<file path="src/rtl/serial_framer_pkg.sv">
// Shared definitions for the serial framer.
//   serial_framer_state_t : FSM state encoding
//   LINE_IDLE             : level of the serial line between frames
package serial_framer_pkg;

    typedef enum logic [2:0] {
        S_IDLE   = 3'd0,
        S_START  = 3'd1,
        S_DATA   = 3'd2,
        S_PARITY = 3'd3,
        S_STOP   = 3'd4
    } serial_framer_state_t;

    localparam logic LINE_IDLE = 1'b1;

endpackage

</file>
<file path="src/rtl/sync_fifo.sv">
// Single-clock FIFO with show-ahead read data (data_o is the head word
// whenever empty_o is low).
// Ports:
//   clk_i, rst_i      : clock, asynchronous active-high reset (empties FIFO)
//   push_i / data_i   : write request and word; ignored while full
//   pop_i  / data_o   : read request and head word; ignored while empty
//   full_o, empty_o   : occupancy flags
module sync_fifo #(
    parameter int WIDTH = 8,
    parameter int DEPTH = 4
) (
    input  logic             clk_i,
    input  logic             rst_i,
    input  logic             push_i,
    input  logic [WIDTH-1:0] data_i,
    input  logic             pop_i,
    output logic [WIDTH-1:0] data_o,
    output logic             full_o,
    output logic             empty_o
);

    localparam int AW = $clog2(DEPTH);

    logic [WIDTH-1:0] mem [DEPTH];
    // One extra pointer bit distinguishes full from empty.
    logic [AW:0]      wr_ptr;
    logic [AW:0]      rd_ptr;
    logic             do_push;
    logic             do_pop;

    assign do_push = push_i && !full_o;
    assign do_pop  = pop_i && !empty_o;

    assign empty_o = (wr_ptr == rd_ptr);
    assign full_o  = (wr_ptr[AW] != rd_ptr[AW]) &&
                     (wr_ptr[AW-1:0] == rd_ptr[AW-1:0]);
    assign data_o  = mem[rd_ptr[AW-1:0]];

    always_ff @(posedge clk_i or posedge rst_i) begin
        if (rst_i) begin
            wr_ptr <= '0;
            rd_ptr <= '0;
        end else begin
            if (do_push) wr_ptr <= wr_ptr + 1'b1;
            if (do_pop)  rd_ptr <= rd_ptr + 1'b1;
        end
    end

    always_ff @(posedge clk_i) begin
        if (do_push) mem[wr_ptr[AW-1:0]] <= data_i;
    end

endmodule

</file>
<file path="src/rtl/serial_framer.sv">
// Parallel-to-serial framer: buffers WIDTH-bit words and sends each as
// start(0), WIDTH data bits LSB first, [even parity], stop(1), every bit
// held CLKS_PER_BIT cycles. Frames run back-to-back while words are queued.
// Optional feature: define SERIAL_FRAMER_PARITY_EN to add the parity bit.
// Ports:
//   clk_i, rst_i      : clock, asynchronous active-high reset
//   valid_i, data_i   : upstream word, accepted when valid_i && ready_o
//   ready_o           : FIFO has room (low during reset)
//   serial_o          : framed serial line, idle high
//   busy_o            : frame in progress or words buffered
//   done_o            : one-cycle pulse in the last cycle of each stop bit
//
// state    | meaning
// S_IDLE   | line idle, waiting for a buffered word
// S_START  | sending start bit (0)
// S_DATA   | sending payload bits, LSB first
// S_PARITY | sending even parity of payload (parity build only)
// S_STOP   | sending stop bit (1)
module serial_framer
    import serial_framer_pkg::*;
#(
    parameter int WIDTH        = 8,
    parameter int FIFO_DEPTH   = 4,
    parameter int CLKS_PER_BIT = 4
) (
    input  logic             clk_i,
    input  logic             rst_i,
    input  logic             valid_i,
    input  logic [WIDTH-1:0] data_i,
    output logic             ready_o,
    output logic             serial_o,
    output logic             busy_o,
    output logic             done_o
);

    localparam int DIV_W = (CLKS_PER_BIT > 1) ? $clog2(CLKS_PER_BIT) : 1;
    localparam int CNT_W = $clog2(WIDTH + 1);
    localparam logic [DIV_W-1:0] DIV_LOAD = DIV_W'(CLKS_PER_BIT - 1);
    localparam logic [DIV_W-1:0] DIV_ONE  = DIV_W'(1);
    localparam logic [CNT_W-1:0] BIT_LAST = CNT_W'(WIDTH - 1);
    localparam logic [CNT_W-1:0] CNT_ONE  = CNT_W'(1);
    // With one clock per bit, the stop bit's first cycle is also its last.
    localparam logic STOP_DONE_NOW = (CLKS_PER_BIT == 1);

    serial_framer_state_t state;
    logic [DIV_W-1:0]     div_cnt;
    logic [CNT_W-1:0]     bit_cnt;
    logic [WIDTH-1:0]     shreg;
    logic [WIDTH-1:0]     fifo_rd_data;
    logic                 fifo_full;
    logic                 fifo_empty;
    logic                 fifo_push;
    logic                 fifo_pop;
    logic                 bit_end;
`ifdef SERIAL_FRAMER_PARITY_EN
    logic                 parity_q;
`endif

    assign ready_o   = !fifo_full && !rst_i;
    assign fifo_push = valid_i && ready_o;
    assign bit_end   = (div_cnt == '0);
    assign busy_o    = (state != S_IDLE) || !fifo_empty;
    // Pop in IDLE, or at the end of a stop bit for a gap-free next frame.
    assign fifo_pop  = !fifo_empty &&
                       ((state == S_IDLE) || ((state == S_STOP) && bit_end));

    sync_fifo #(
        .WIDTH (WIDTH),
        .DEPTH (FIFO_DEPTH)
    ) u_fifo (
        .clk_i   (clk_i),
        .rst_i   (rst_i),
        .push_i  (fifo_push),
        .data_i  (data_i),
        .pop_i   (fifo_pop),
        .data_o  (fifo_rd_data),
        .full_o  (fifo_full),
        .empty_o (fifo_empty)
    );

    always_ff @(posedge clk_i or posedge rst_i) begin
        if (rst_i) begin
            state    <= S_IDLE;
            div_cnt  <= '0;
            bit_cnt  <= '0;
            shreg    <= '0;
            serial_o <= LINE_IDLE;
            done_o   <= 1'b0;
`ifdef SERIAL_FRAMER_PARITY_EN
            parity_q <= 1'b0;
`endif
        end else begin
            done_o <= 1'b0;
            if (fifo_pop) begin
                shreg    <= fifo_rd_data;
`ifdef SERIAL_FRAMER_PARITY_EN
                parity_q <= ^fifo_rd_data;
`endif
            end
            case (state)
                S_IDLE: begin
                    if (fifo_pop) begin
                        state    <= S_START;
                        serial_o <= ~LINE_IDLE;
                        div_cnt  <= DIV_LOAD;
                    end
                end
                S_START: begin
                    if (bit_end) begin
                        state    <= S_DATA;
                        serial_o <= shreg[0];
                        shreg    <= shreg >> 1;
                        bit_cnt  <= BIT_LAST;
                        div_cnt  <= DIV_LOAD;
                    end else begin
                        div_cnt <= div_cnt - DIV_ONE;
                    end
                end
                S_DATA: begin
                    if (bit_end) begin
                        div_cnt <= DIV_LOAD;
                        if (bit_cnt == '0) begin
`ifdef SERIAL_FRAMER_PARITY_EN
                            state    <= S_PARITY;
                            serial_o <= parity_q;
`else
                            state    <= S_STOP;
                            serial_o <= LINE_IDLE;
                            done_o   <= STOP_DONE_NOW;
`endif
                        end else begin
                            serial_o <= shreg[0];
                            shreg    <= shreg >> 1;
                            bit_cnt  <= bit_cnt - CNT_ONE;
                        end
                    end else begin
                        div_cnt <= div_cnt - DIV_ONE;
                    end
                end
`ifdef SERIAL_FRAMER_PARITY_EN
                S_PARITY: begin
                    if (bit_end) begin
                        state    <= S_STOP;
                        serial_o <= LINE_IDLE;
                        done_o   <= STOP_DONE_NOW;
                        div_cnt  <= DIV_LOAD;
                    end else begin
                        div_cnt <= div_cnt - DIV_ONE;
                    end
                end
`endif
                S_STOP: begin
                    if (bit_end) begin
                        if (fifo_pop) begin
                            state    <= S_START;
                            serial_o <= ~LINE_IDLE;
                            div_cnt  <= DIV_LOAD;
                        end else begin
                            state    <= S_IDLE;
                            serial_o <= LINE_IDLE;
                        end
                    end else begin
                        div_cnt <= div_cnt - DIV_ONE;
                        done_o  <= (div_cnt == DIV_ONE);
                    end
                end
                default: begin
                    state    <= S_IDLE;
                    serial_o <= LINE_IDLE;
                    div_cnt  <= '0;
                    bit_cnt  <= '0;
                end
            endcase
        end
    end

endmodule

</file>
<file path="config.mk">
export PLATFORM = sky130hd
export DESIGN_NAME = serial_framer
export DESIGN_NICKNAME = d
export VERILOG_FILES = /design/src/rtl/serial_framer_pkg.sv /design/src/rtl/sync_fifo.sv /design/src/rtl/serial_framer.sv
export SDC_FILE = /design/constraint.sdc
export NUM_CORES = 1
export LEC_CHECK = 0
export CAP_MARGIN = 20
export CORE_MARGIN = 2
export CORE_UTILIZATION = 60
export DETAILED_ROUTE_END_ITERATION = 8
export GPL_TIMING_DRIVEN = 0
export PLACE_DENSITY = 0.82
export SLEW_MARGIN = 20
export SYNTH_ARGS = -nofsm -noshare
export SYNTH_HDL_FRONTEND = slang
export SYNTH_SLANG_ARGS = --single-unit
</file>
<file path="constraint.sdc">
create_clock -name clk_i -period 3.9 [get_ports clk_i]
set_input_delay 0.585 -clock clk_i [delete_from_list [all_inputs] [get_ports clk_i]]
set_output_delay 0.585 -clock clk_i [all_outputs]
set_load 0.01 [all_outputs]
</file>
# ---- Yosys cells after proc, flatten, opt, wreduce, memory -nomap -nowiden
# Memory sizes are Yosys's and may differ from the RTL's.
# Cells that the tools add are included.
dict set report classes {
  n_eq_ne 13
  muxes 31
  bitwise 1
  n_reduce_logical 21
  add_sub_neg 4
}
# cell n
set ops {}
lappend ops {{$mux 8} 4}
lappend ops {{$pmux 8 s2} 1}
lappend ops {{$mux 3} 5}
lappend ops {{$mux 4} 3}
lappend ops {{$pmux 3 s4} 1}
lappend ops {{$pmux 4 s3} 1}
lappend ops {{$mux 1} 11}
lappend ops {{$ne 2x2->1 const B} 5}
lappend ops {{$reduce_and 4->1} 2}
lappend ops {{$logic_and 1x1->1} 7}
lappend ops {{$add 3x1->3 const B} 2}
lappend ops {{$mux 2} 3}
lappend ops {{$pmux 2 s3} 1}
lappend ops {{$reduce_and 5->1} 1}
lappend ops {{$logic_not 4->1} 1}
lappend ops {{$pmux 1 s4} 1}
lappend ops {{$reduce_or 2->1} 2}
lappend ops {{$sub 4x1->4 const B} 1}
lappend ops {{$eq 3x1->1 const B} 1}
lappend ops {{$eq 3x2->1 const B} 1}
lappend ops {{$eq 3x3->1} 1}
lappend ops {{$eq 3x3->1 const B} 1}
lappend ops {{$logic_not 1->1} 3}
lappend ops {{$logic_not 3->1} 1}
lappend ops {{9 further kinds} 10}
dict set report word_totals {
  ramBits 32
  memories 1
  out_inout_bits 4
  inputBits 11
  register_bits 25
}
# name depth word_bits rd rd_ports_with_merged_regs wr line
set mem_list {}
lappend mem_list {u_fifo.mem 4 8 1 0 1 sync_fifo.sv:24} ;# logic [WIDTH-1:0] mem [DEPTH];

# ---- Longest topological paths before layout
dict set report logic_depth {
  word_depth 8
  ltp_mapped 9
}

# ---- Cells and area by module
# From an unflattened synthesis, not the netlist that was laid out.
dict set report hier_totals {
  cells_unflattened 210
  hier_area_um2 2917.8
}
# mod area_each_um2 seq_area_each_um2 n_inst cells_per_inst
set by_module_without_submodules {}
lappend by_module_without_submodules {sync_fifo 1679.1 1111.1 1 91}
lappend by_module_without_submodules {serial_framer 1238.7 476.7 1 119}

# ---- Worst setup path before layout
# Ideal clock, no wire load.
dict set report synth_path {
  path_kind {register -> register}
  from {register div_cnt[0]}
  to {register shreg[7]}
  path_buffers 1
  t_arrival_ps 1786
  slack_ps 1995
  path_stages_with_launch 8
  required_time_ps 3781
  setup_ps 119
  path_cell_list {dfrtp_1 -> inv_1 -> ha_1 -> buf_6 -> and2b_2 -> a311oi_2 -> mux2_2 -> and2_1}
}
dict set report synth_via {
  elab_chain_cells 8
  word_cells_on_any_way 9
  classes_between {mux (5); reduce/logical (4)}
}
# element line
set synth_rtl {}
lappend synth_rtl {{start: declaration} serial_framer.sv:46} ;# logic [DIV_W-1:0] div_cnt;
lappend synth_rtl {{start signal: assignment} serial_framer.sv:116} ;# div_cnt <= div_cnt - DIV_ONE;
lappend synth_rtl {{start signal: assignment} serial_framer.sv:137} ;# div_cnt <= div_cnt - DIV_ONE;
lappend synth_rtl {{start signal: assignment} serial_framer.sv:163} ;# div_cnt <= div_cnt - DIV_ONE;
lappend synth_rtl {{$logic_not 2->1 *} serial_framer.sv:61} ;# assign bit_end = (div_cnt == '0);
lappend synth_rtl {{$logic_and 1x1->1} serial_framer.sv:65} ;# ((state == S_IDLE) || ((state == S_STOP) && bit_end));
lappend synth_rtl {{$logic_or 1x1->1} serial_framer.sv:65}
lappend synth_rtl {{$logic_and 1x1->1} serial_framer.sv:64} ;# assign fifo_pop = !fifo_empty &&
lappend synth_rtl {{$mux 8} serial_framer.sv:94} ;# if (fifo_pop) begin
lappend synth_rtl {{$mux 8} serial_framer.sv:122} ;# if (bit_cnt == '0) begin
lappend synth_rtl {{$mux 8} serial_framer.sv:120} ;# if (bit_end) begin
lappend synth_rtl {{$pmux 8 s2 *} serial_framer.sv:100} ;# case (state)
lappend synth_rtl {{end signal: assignment} serial_framer.sv:95} ;# shreg <= fifo_rd_data;
lappend synth_rtl {{end signal: assignment} serial_framer.sv:112} ;# shreg <= shreg >> 1;
lappend synth_rtl {{end signal: assignment} serial_framer.sv:133} ;# shreg <= shreg >> 1;
lappend synth_rtl {{end: declaration} serial_framer.sv:48} ;# logic [WIDTH-1:0] shreg;
# Mark *: on every way between the ends. The rest lies on a longest branch, timed or not.
# A chain may end at the register's enable or synchronous reset.

# ---- Final worst setup path
dict set report layout_path {
  from {register u_fifo.rd_ptr[1]}
  to {output busy_o}
}
dict set report layout_via {
  elab_chain_cells 3
}
# element line
set layout_rtl {}
lappend layout_rtl {{start: declaration} sync_fifo.sv:27} ;# logic [AW:0] rd_ptr;
lappend layout_rtl {{start signal: assignment} sync_fifo.sv:45} ;# if (do_pop) rd_ptr <= rd_ptr + 1'b1;
lappend layout_rtl {{$eq 3x3->1} sync_fifo.sv:34} ;# assign empty_o = (wr_ptr == rd_ptr);
lappend layout_rtl {{$logic_not 1->1} serial_framer.sv:62} ;# assign busy_o = (state != S_IDLE) || !fifo_empty;
lappend layout_rtl {{$logic_or 1x1->1} serial_framer.sv:62}
lappend layout_rtl {{end: declaration} serial_framer.sv:32} ;# output logic busy_o,
# Every way passes these cells.

==> impl_metrics.yaml <==
cts:
  cts_tree: "yes"
  clock-sinks: 57
  cts.clk_slew.worst_paths_ns: 0.06
  clock_latency_ns: 0.34
  numCtsBuffers: 9
  h-tree-depth: 3
  postCtsSetupRepairBufs: 0
  hold_buffers: 0
  post_cts_resized: 0
  cts_buffer_depth: 2
  ctsRootBufferMaster: "clkbuf_8"
synth:
  synth_nets: 224
  synth-seq-area-share_pct: 57.1
  yosys.area.top_type: "edfxtp_1"
  synth_edf_count: 32
  netlist_top_cells_count: "32 x edfxtp_1, 24 x dfrtp_1, 16 x nor2_1"
  yosysWarnings: 0
  syn_area_per_cell_um2: 13.7
  netlist.area_leader.share_pct: 34.5
  syn_area_um2: 2780
  synth_area_leaders: "edfxtp_1 35%, dfrtp_1 22%, mux4_1 7.6%"
  ys_types: 51
  ys_seq_elements: 57
  async_flop_share_pct: 43.9
  synth.most_common_cell: "edfxtp_1"
  synthCells: 203
  ys.flop_type: "edfxtp_1"
layout:
  final_util_pct: 72.1
  nNetsFinal: 249
  final_area_um2: 3180
  area_growth_pct: 14.4
  drive_gt1_share_pct: 15.9
  fill_cells: 277
  n_antenna_cell: 0
  final_cell_count_no_fill: 285
routing:
  wire_per_inst_um: 15.3
  drc: 0
  routed_wl_um: 4370
  vias_per_cell: 5.73
  dr.pass1.iters: 4
  drtIter0Drc: 90
  ant_nets: 0
  vias: 1632
timing:
  rsz0062_at_grt: "no"
  slew_headroom_pct: 37.4
  finalHoldViolCount: 0
  max_freq_mhz: 367
  timing.final.crit_share_pct: 69.8
  tns_ns: 0
  finalSetupViolCount: 0
  drv_slew: 0
  fin_skew_ns: 0.00788
  worst_pin_slew_ns: 0.933
  min_period_ns: 2.72
placed_design:
  gp_congestion: 0.825
  place_area_um2: 2990
  dp_hpwl_um: 2990
  port_buffers: 14
  place_inst: 269
worst_hold_path:
  hold_path.startpoint: "bit_cnt[1]"
  holdPathEnd: "bit_cnt[1]"
  min_path_cells: 1
  min_path_type: "flip-flop to flip-flop"
global_route:
  grt_pass1_wl_um: 7570
  antenna_found_initial: 0
  grt_pass1_vias: 1637
  grt.overflow.total: 0
  grt_max_degree: 26
  grt_usage_pct: 19.8
die:
  die_h_um: 72.1
  die_area_um2: 5200
  die_w_um: 72.1
  core-area_um2: 4410
  rows: 24
  start_util_pct: 63.0
  io_pins: 15
setup_path:
  cp.required_ns: 3.31
  r2r_slack_ns: 1.81
  end_kind: "output pin"
  path_class: "flip-flop to output pin"
  reg2reg_depth: 8
  regToRegStartpoint: "div_cnt[0]"
  cp.arrival_ns: 2.14
  startpoint_type: "flip-flop"
  r2r_end: "shreg[3]"
  worstPathMaxFanout: 10
power:
  power_density_nw_per_um2: 791
  power.total_w: 0.00252
  ir_drop_mv: 0.486
  p_leak_nw: 1.26
flow_run:
  maxCapViolCount: 0
outcome:
  status: "finished clean"
## cell type report
class / instances / area (um^2) / share of cell area, %
plain buffers: 11 / 93.8 / 2.95
flip-flops and latches: 57 / 1590 / 49.9
inverters: 9 / 33.8 / 1.06
clock buffers: 9 / 124 / 3.89
well taps: 52 / 65.1 / 2.04
multi-input cells: 126 / 1070 / 33.5
repair buffers: 14 / 140 / 4.40
clock inverters: 7 / 71.3 / 2.24
## per-stage QoR
stage,setup WS [ns],hold slack (ns)
floorplan,2.00,0.479
global placement,1.36,0.493
detailed placement,1.32,0.508
CTS,1.17,0.522
global route,1.07,0.534
finish,1.18,0.520
## state kept, by name, summed over array words and instances (netlist names)
name	cells
u_fifo.wr_ptr	3
done_o	1
state	3
bit_cnt	4
u_fifo.mem	32
shreg	8
u_fifo.rd_ptr	3
serial_o	1
div_cnt	2
## kinds of logic (layout without fill, tap and decap cells)
| logic type | after synthesis | after routing | synth area share [%] |
|---|---|---|---|
| xor gates and xnor gates | 8 | 8 | 3.06 |
| muxes | 21 | 21 | 12.5 |
| adders and majority gates | 10 | 10 | 4.50 |
| buffers and inverters | 20 | 50 | 4.59 |
| and+or+nand+nor | 51 | 51 | 9.85 |
| AOI/OAI and AO/OA | 36 | 36 | 8.50 |
| DFF | 57 | 57 | 57.1 |
## report_power, final
part / internal (W) / switching [W] / total [W]
logic: 0.000528 / 0.000529 / 0.00106
clock network: 0.000293 / 0.000238 / 0.000531
registers: 0.000815 / 0.000114 / 0.000929
total: 0.00164 / 0.000881 / 0.00252
## worst max-delay path by stage
stage          slack [ns]  cells after the start             start       end
2_1_floorplan        2.00                      7        div_cnt[0]  shreg[7]
3_3_place_gp         1.36                      3             rst_i   ready_o
3_5_place_dp         1.32                      3             rst_i   ready_o
4_1_cts              1.17                      5  u_fifo.rd_ptr[1]    busy_o
5_1_grt              1.07                      4  u_fifo.rd_ptr[1]   ready_o
6_report             1.18                      5  u_fifo.rd_ptr[1]    busy_o
## layer usage
layer	vias to the layer above	GRT usage, %	part of all wire, %
li1	809	-	-
met1	788	25.7	48
met2	26	31.8	48
met3	9	4.58	2.8
met4	0	9.43	1.6
met5	-	0	0
## layout by cell type, fill, tap and decap left out, types with 4 or more instances in the layout
cell	n
inv_1	8
mux2_2	5
and3_1	5
buf_6	4
mux4_1	8
mux2i_1	8
dfrtp_1	24
nor2_1	16
a21oi_1	15
edfxtp_1	32
clkbuf_8	11
ha_1	10
clkdlybuf4s50_1	14
nand2_1	7
## critical path, cell delays in order (launching register included)
cell and delay (ns):
dfrtp_1 0.39, clkbuf_8 0.18, xnor2_2 0.23, nand3_1 0.19, or2_2 0.33, clkdlybuf4s50_1 0.47
Power figures use the tool's default switching activity.
